$ cat config.mk
export PLATFORM = sky130hd
export DESIGN_NAME = game_state_ctrl_flat
export DESIGN_NICKNAME = d
export VERILOG_FILES = /design/src/rtl/game_state_ctrl_if.sv /design/src/rtl/game_state_ctrl.sv /design/src/flat_wrapper.sv
export SDC_FILE = /design/constraint.sdc
export NUM_CORES = 1
export LEC_CHECK = 0
export CAP_MARGIN = 20
export CELL_PAD_IN_SITES_DETAIL_PLACEMENT = 1
export CELL_PAD_IN_SITES_GLOBAL_PLACEMENT = 1
export CORE_MARGIN = 2
export CORE_UTILIZATION = 39
export DETAILED_ROUTE_END_ITERATION = 6
export GPL_TIMING_DRIVEN = 0
export HOLD_SLACK_MARGIN = 0.02
export PLACE_DENSITY = 0.8
export RECOVER_POWER = 25
export SLEW_MARGIN = 20
export SYNTH_ARGS = -nofsm -noshare
export SYNTH_HDL_FRONTEND = slang
export SYNTH_SLANG_ARGS = --single-unit
export TNS_END_PERCENT = 10
$ cat constraint.sdc
create_clock -name i_clk -period 2.5 [get_ports i_clk]
set_clock_uncertainty 0.1 [all_clocks]
set_input_delay 0.625 -clock i_clk [delete_from_list [all_inputs] [get_ports i_clk]]
set_output_delay 0.625 -clock i_clk [all_outputs]
set_load 0.01 [all_outputs]
$ cat src/rtl/game_state_ctrl_if.sv
// Signal bundle between the game state controller and the video/input logic around it.
// The controller takes the slave side; whoever drives vsync, buttons and deaths takes master.
interface game_state_ctrl_if;
  logic       vsync;
  logic       btn_start;
  logic       btn_pause;
  logic       p1_dead;
  logic       p2_dead;
  logic [2:0] game_state;
  logic [1:0] winner;
  logic [1:0] countdown_sec;
  logic       round_rst;

  modport master (
    output vsync, btn_start, btn_pause, p1_dead, p2_dead,
    input  game_state, winner, countdown_sec, round_rst
  );

  modport slave (
    input  vsync, btn_start, btn_pause, p1_dead, p2_dead,
    output game_state, winner, countdown_sec, round_rst
  );
endinterface

$ cat src/rtl/game_state_ctrl.sv
// Top-level game sequencer: menu, countdown, play, pause and game-over, timed in vsync frames.
// Latches the round winner and pulses round_rst whenever a new round begins.
module game_state_ctrl #(
  parameter int FRAMES_PER_SEC = 60,
  parameter int COUNTDOWN_SEC  = 3,
  parameter int OVER_FRAMES    = 180
) (
  input  logic             i_clk,
  input  logic             i_rst,
  game_state_ctrl_if.slave bus
);

  localparam int CNT_MAX = (FRAMES_PER_SEC > OVER_FRAMES) ? FRAMES_PER_SEC : OVER_FRAMES;
  localparam int CNT_W   = $clog2(CNT_MAX + 1);

  localparam logic [CNT_W-1:0] SEC_LAST  = CNT_W'(FRAMES_PER_SEC - 1);
  localparam logic [CNT_W-1:0] OVER_LAST = CNT_W'(OVER_FRAMES - 1);
  localparam logic [1:0]       CD_START  = 2'(COUNTDOWN_SEC);

  typedef enum logic [2:0] {
    ST_MENU      = 3'b000,
    ST_COUNTDOWN = 3'b001,
    ST_PLAY      = 3'b010,
    ST_PAUSE     = 3'b011,
    ST_OVER      = 3'b100
  } state_t;

  state_t           r_state;
  logic [1:0]       r_winner;
  logic [1:0]       r_countdownSec;
  logic             r_roundRst;
  logic [CNT_W-1:0] r_frameCnt;
  logic             r_vsyncD;
  logic             r_startD;
  logic             r_pauseD;

  logic w_frameTick;
  logic w_startRise;
  logic w_pauseRise;

  assign w_frameTick = bus.vsync & ~r_vsyncD;
  assign w_startRise = bus.btn_start & ~r_startD;
  assign w_pauseRise = bus.btn_pause & ~r_pauseD;

  assign bus.game_state    = r_state;
  assign bus.winner        = r_winner;
  assign bus.countdown_sec = r_countdownSec;
  assign bus.round_rst     = r_roundRst;

  // Delay registers load the live inputs in reset so a button held through reset yields no edge.
  always_ff @(posedge i_clk) begin
    r_vsyncD <= bus.vsync;
    r_startD <= bus.btn_start;
    r_pauseD <= bus.btn_pause;

    if (i_rst) begin
      r_state        <= ST_MENU;
      r_winner       <= 2'b00;
      r_countdownSec <= 2'd0;
      r_roundRst     <= 1'b0;
      r_frameCnt     <= '0;
    end else begin
      r_roundRst <= 1'b0;

      case (r_state)
        ST_MENU: begin
          if (w_startRise) begin
            r_state        <= ST_COUNTDOWN;
            r_frameCnt     <= '0;
            r_countdownSec <= CD_START;
            r_winner       <= 2'b00;
            r_roundRst     <= 1'b1;
          end
        end

        ST_COUNTDOWN: begin
          if (w_frameTick) begin
            if (r_frameCnt == SEC_LAST) begin
              r_frameCnt <= '0;
              if (r_countdownSec == 2'd1) begin
                r_state        <= ST_PLAY;
                r_countdownSec <= 2'd0;
              end else begin
                r_countdownSec <= r_countdownSec - 2'd1;
              end
            end else begin
              r_frameCnt <= r_frameCnt + 1'b1;
            end
          end
        end

        // Deaths outrank a pause press arriving on the same cycle.
        ST_PLAY: begin
          if (bus.p1_dead && bus.p2_dead) begin
            r_state    <= ST_OVER;
            r_winner   <= 2'b11;
            r_frameCnt <= '0;
          end else if (bus.p2_dead) begin
            r_state    <= ST_OVER;
            r_winner   <= 2'b01;
            r_frameCnt <= '0;
          end else if (bus.p1_dead) begin
            r_state    <= ST_OVER;
            r_winner   <= 2'b10;
            r_frameCnt <= '0;
          end else if (w_pauseRise) begin
            r_state    <= ST_PAUSE;
            r_frameCnt <= '0;
          end
        end

        ST_PAUSE: begin
          if (w_pauseRise) begin
            r_state    <= ST_PLAY;
            r_frameCnt <= '0;
          end
        end

        // A fresh start beats the automatic timeout back to the menu.
        ST_OVER: begin
          if (w_startRise) begin
            r_state        <= ST_COUNTDOWN;
            r_frameCnt     <= '0;
            r_countdownSec <= CD_START;
            r_winner       <= 2'b00;
            r_roundRst     <= 1'b1;
          end else if (w_frameTick) begin
            if (r_frameCnt == OVER_LAST) begin
              r_state    <= ST_MENU;
              r_frameCnt <= '0;
              r_winner   <= 2'b00;
            end else begin
              r_frameCnt <= r_frameCnt + 1'b1;
            end
          end
        end

        default: begin
          r_state        <= ST_MENU;
          r_frameCnt     <= '0;
          r_winner       <= 2'b00;
          r_countdownSec <= 2'd0;
        end
      endcase
    end
  end

endmodule
$ cat src/flat_wrapper.sv
// flat-port wrapper written by rule: the top's interface ports become plain ports
module game_state_ctrl_flat 
#(
  parameter int FRAMES_PER_SEC = 60,
  parameter int COUNTDOWN_SEC  = 3,
  parameter int OVER_FRAMES    = 180
)
  (i_clk, i_rst, bus_vsync, bus_btn_start, bus_btn_pause, bus_p1_dead, bus_p2_dead, bus_game_state, bus_winner, bus_countdown_sec, bus_round_rst);
  game_state_ctrl_if bus_i ();
  input  logic i_clk;
  input  logic i_rst;
  input wire logic [$bits(bus_i.vsync)-1:0] bus_vsync;
  input wire logic [$bits(bus_i.btn_start)-1:0] bus_btn_start;
  input wire logic [$bits(bus_i.btn_pause)-1:0] bus_btn_pause;
  input wire logic [$bits(bus_i.p1_dead)-1:0] bus_p1_dead;
  input wire logic [$bits(bus_i.p2_dead)-1:0] bus_p2_dead;
  output wire logic [$bits(bus_i.game_state)-1:0] bus_game_state;
  output wire logic [$bits(bus_i.winner)-1:0] bus_winner;
  output wire logic [$bits(bus_i.countdown_sec)-1:0] bus_countdown_sec;
  output wire logic [$bits(bus_i.round_rst)-1:0] bus_round_rst;
  assign bus_i.vsync = bus_vsync;
  assign bus_i.btn_start = bus_btn_start;
  assign bus_i.btn_pause = bus_btn_pause;
  assign bus_i.p1_dead = bus_p1_dead;
  assign bus_i.p2_dead = bus_p2_dead;
  assign bus_game_state = bus_i.game_state;
  assign bus_winner = bus_i.winner;
  assign bus_countdown_sec = bus_i.countdown_sec;
  assign bus_round_rst = bus_i.round_rst;
  game_state_ctrl #(.FRAMES_PER_SEC(FRAMES_PER_SEC), .COUNTDOWN_SEC(COUNTDOWN_SEC), .OVER_FRAMES(OVER_FRAMES)) u_core (.i_clk(i_clk), .i_rst(i_rst), .bus(bus_i));
endmodule
; After elaboration in Yosys (flattened, before gate mapping)
; Cells that the tools add are included.
[classes]
addsub = 2
eq_ne = 17
mux = 38
bitwise = 9
reduce_logical = 10
[ops]
columns = operator, count
row1 = 8-bit two-way mux, 10
row2 = 8-bit one-hot mux with 5 select lines, 1
row3 = 3-bit two-way mux, 12
row4 = 2-bit two-way mux, 11
row5 = 3-bit one-hot mux with 5 select lines, 1
row6 = "2-bit by 1-bit inequality test with 1-bit output, second input constant", 6
row7 = "8-bit by 1-bit adder with 8-bit output, second input constant", 1
row8 = "8-bit by 6-bit == test with 1-bit output, second input constant", 1
row9 = "8-bit == test, second input constant", 1
row10 = 2-bit one-hot mux with 4 select lines, 1
row11 = 8-bit AND reduction, 1
row12 = 2-bit OR reduction, 4
row13 = "3-bit by 2-bit == test with 1-bit output, second input constant", 2
row14 = "3-bit by 1-bit inequality test with 1-bit output, second input constant", 2
row15 = 1-bit inverter, 6
row16 = 2-bit one-hot mux with 3 select lines, 1
row17 = "5-bit by 3-bit inequality test with 1-bit output, second input constant", 1
row18 = 5-bit AND reduction, 1
row19 = "4-bit by 3-bit inequality test with 1-bit output, second input constant", 1
row20 = 4-bit AND reduction, 1
row21 = 1-bit bitwise AND, 3
row22 = "3-bit by 1-bit == test with 1-bit output, second input constant", 1
row23 = "3-bit == test, second input constant", 1
row24 = 3-bit logical NOT, 1
row25 = other kinds (5), 5
[totals]
reg_bits = 19
out_inout_bits = 8

; Longest topological paths before layout
[depth]
depth_word = 7
ltp_mapped = 7

; Worst setup path before layout
; OpenSTA, ideal clock, no wires.
[synth_timing]
path_type = input to register
startpoint = input bus_vsync
endpoint = register u_core.r_frameCnt[2]
setup_ns = 0.072
arrival_time_ns = 1.691
required_time_ns = 2.328
path_slack_ns = 0.637
stages = 6
path_buffers = 1
cell_sequence = nand2b_1 > a2111o_1 > a21oi_1 > buf_4 > a31oi_1 > mux2i_1
[synth_between]
elab_chain_len = 3
word_cells_on_any_way = 4
classes_between = eq/ne (2) / bitwise (1) / reduce/logical (1)
[synth_rtl]
columns = element, line
row1 = "start, declared", flat_wrapper.sv:12  ; input wire logic [$bits(bus_i.vsync)-1:0] bus_vsync;
row2 = 1-bit bitwise AND (*), game_state_ctrl.sv:41  ; assign w_frameTick = bus.vsync & ~r_vsyncD;
row3 = 3-bit by 1-bit inequality test with 1-bit output (no source line) or 2-bit by 1-bit inequality test with 1-bit output (tied branches), --
row4 = 3-bit AND reduction (no source line) (*), --
row5 = "end signal, assigned", game_state_ctrl.sv:87  ; r_frameCnt <= r_frameCnt + 1'b1;
row6 = "end signal, assigned", game_state_ctrl.sv:133  ; r_frameCnt <= r_frameCnt + 1'b1;
row7 = "end, declared", game_state_ctrl.sv:32  ; logic [CNT_W-1:0] r_frameCnt;
; Mark *: on every way between the ends. The rest lies on a longest branch, timed or not.
; A chain may end at the register's enable or synchronous reset.

; Final worst setup path
; Ends and elaborated chain as after synthesis.

==> impl_metrics.ini <==
[run_status]
run_status = finished, final reports clean

[place]
worst_case_setup_slack_after_placement_ns = -0.0651
postPlaceCellArea_um2 = 1220
buffer_ports.inserted = 14
gp_congestion = 0.813
dp.final_hpwl_mm = 1.96
placed_cells_incl_taps = 165

[clock_network]
clockRootBuffer = clkbuf_4
clk_latency_ns = 0.29
cts_repair_resize_count = 0
clock_tree.buffer_depth = 2
cts_tree = built
htree_num_levels = 1
clock-sinks = 19
holdBufCountCts = 0
cts.reportedPaths.clkPinSlew_ns = 0.11
tritoncts.num_buffers = 3
postCtsSetupBuffers = 0

[die]
rows = 18
fp.dieW_um = 55.7
initial_utilization = 0.417
boundaryPins = 15
die_h_um = 55.7
floorplan.core_area_um2 = 2500
area_enclosed_by_the_die_boundary_um2 = 3110

[grt]
antenna_found_initial = 0
global_route.overflow_total = 0
global_route.usage.total = 0.172
grt_first_pass_wirelength_mm = 4.35
vias_in_the_first_global_route = 970
grt_start_max_net_pins = 11

[pwr]
p_leak_nw = 0.484
total_power_density_per_cell_area_nw_per_um2 = 939
power.ir.vdd_worst_mv = 0.466

[sta]
timing.final.ws_setup_ns = 0.243
fmax_mhz = 443
final-max-slew-violation-count = 0
setup_viol = 0
slew-limit-headroom = 0.524
report.final.hold_viol_count = 0
finalCriticalPeriod_ns = 2.26
grt_setup_unrepaired = no
worst-slew-pin-transition_ns = 0.711
final_min_period_over_clock_period = 0.903

[worst_setup_path]
critical_path_class = in2reg
delay_of_the_slowest_cell_on_the_worst_path_ns = 0.50
crit_path_max_fanout = 10
r2r_start = u_core.bus.game_state[0]
critical_path_at_ns = 2.39
worstSetupStartpointType = input port
critPathCaptureType = register
required_time_reported_for_the_critical_path_endpoint_ns = 2.63
cp-startpoint = bus_vsync
crit_path_cell_trace = clkdlybuf4s50_1, nand2b_1, a2111o_1, a21oi_1, buf_4, a31oi_1, mux2i_1
crit_path_top_delay_cell = clkdlybuf4s50_1

[synthesis]
yosysUniqueCellTypes = 42
top_reg_cell_synth = dfxtp_1
synthDominantCellAreaShare = 0.365
synth.top_cells.by_area = dfxtp_1, nand3_1, mux2i_1
synth_warnings = 0
sequential_share_of_the_synthesized_area = 0.365
ys_ff_latch = 19
syn_nets = 131
post_synth.cell_area_avg_um2 = 8.62
total_standard_cell_area_after_synthesis_um2 = 1040
synth-async-reset-ratio = 0
number_of_synthesized_flops_with_an_enable_pin = 0
synth_top_area_cell = dfxtp_1
post_synth_inst_count = 121

[final_layout]
fin_nets = 150
register_area_um2 = 380
fill_cells = 307
fraction_of_final_layout_cells_sized_beyond_drive_strength_1 = 0.101
n_diodes = 0
multiInputGateArea_um2 = 599
synthesis_to_finish_area_growth_pct = 19.5
post-route-cell-area_um2 = 1250
fin_cells = 169

[drt]
wl_mm = 2.51
drc = 0
vias_per_cell = 5.78
ant_nets = 0
drt_pass1_iterations = 2
routed-via-count = 977
wl_per_cell_um = 14.9
number_of_drc_violations_after_detailed_routing_iteration_0 = 10

[worst_hold_path]
critical_hold_path_startpoint = u_core.bus.winner[1]
timing.hold.worst.class = reg2reg

[flow_run]
max_cap_violations = 0
[layout by cell type, fill, tap and decap left out, drive strengths merged, types with 5 or more instances in the layout]
cell / n
nand2: 10
inv: 8
nand3: 11
clkdlybuf4s50: 10
clkbuf: 5
a31oi: 6
nor2: 5
buf: 5
a21oi: 6
dfxtp: 19
[routing by layer]
layer / global-route usage / wire length (um) / part of all wire / up-vias
li1: - / - / - / 493
met1: 0.225 / 1200 / 0.48 / 476
met2: 0.291 / 1250 / 0.50 / 6
met3: 0.0209 / 39 / 0.016 / 2
met4: 0.0627 / 19 / 0.0076 / 0
met5: 0 / 0 / 0 / -
[power breakdown]
group          switching [mW]  internal [mW]  leakage [nW]
clock                  0.0941         0.0620        0.0150
sequential             0.0279          0.348         0.155
combinational           0.375          0.264         0.314
total                   0.497          0.674         0.484
[state kept, by name, summed over array words and instances (netlist names)]
name	count
u_core.r_startD	1
u_core.bus.countdown_sec	2
u_core.r_pauseD	1
u_core.bus.winner	2
u_core.r_frameCnt	8
u_core.r_vsyncD	1
u_core.bus.round_rst	1
u_core.bus.game_state	3
[synthesized netlist by cell type, types with 2 or more instances]
| library cell | n |
|---|---|
| nand2_1 | 10 |
| a211o_1 | 2 |
| buf_4 | 2 |
| nand2b_1 | 4 |
| nor2_1 | 4 |
| inv_1 | 8 |
| a211oi_1 | 3 |
| nand3_1 | 11 |
| dfxtp_1 | 19 |
| and3_1 | 3 |
| ha_1 | 3 |
| o311ai_1 | 2 |
| o211ai_1 | 2 |
| a22oi_1 | 2 |
| nor3_1 | 3 |
| a31oi_1 | 6 |
| mux2i_1 | 4 |
| a21oi_1 | 5 |
| buf_2 | 3 |
| nor4_1 | 3 |
[layout make-up]
cell class / count / area share
Buffer: 6 / 0.0271
Clock buffer: 4 / 0.0211
Inverter: 8 / 0.0241
Tap cell: 30 / 0.0301
Multi-Input combinational cell: 88 / 0.480
Sequential cell: 19 / 0.305
Timing Repair Buffer: 14 / 0.112
[cell families after synthesis]
| kind of cell | after synthesis | share of synthesized area |
|---|---|---|
| multiplexers | 4 | 0.0384 |
| XOR/XNOR | 1 | 0.00839 |
| adder cells (fa/ha/maj) | 3 | 0.0360 |
| AO/OA/AOI/OAI | 33 | 0.236 |
| AND/OR/NAND/NOR | 47 | 0.255 |
| buffers and inverters | 14 | 0.0611 |
| flip-flops | 19 | 0.365 |
[worst max-delay path, delay by kind of cell]
kind            cells  cell delay (ns)
compound gates      3             0.73
buf+inv             2             0.70
simple gates        1             0.16
mux                 1             0.16
[worst paths after layout]
check	to	slack (ns)	depth (start not counted)
worst min register to register	u_core.bus.winner[1]	0.37	2
worst min-delay path	u_core.bus.winner[1]	0.37	2
worst max register to register	u_core.r_frameCnt[2]	0.40	6
worst max-delay path	u_core.r_frameCnt[2]	0.24	7
[per-stage QoR]
step	setup TNS, ns	hold WS (ns)	utilization	total power, mW
floorplan	0	0.367	-	0.826
global placement	-0.116	0.339	0.488	1.01
detailed placement	-0.234	0.369	0.488	1.03
CTS	0	0.384	0.499	1.19
global route	0	0.413	0.499	1.26
finish	0	0.375	0.499	1.17
No activity file was read; power rests on OpenSTA's default activity.
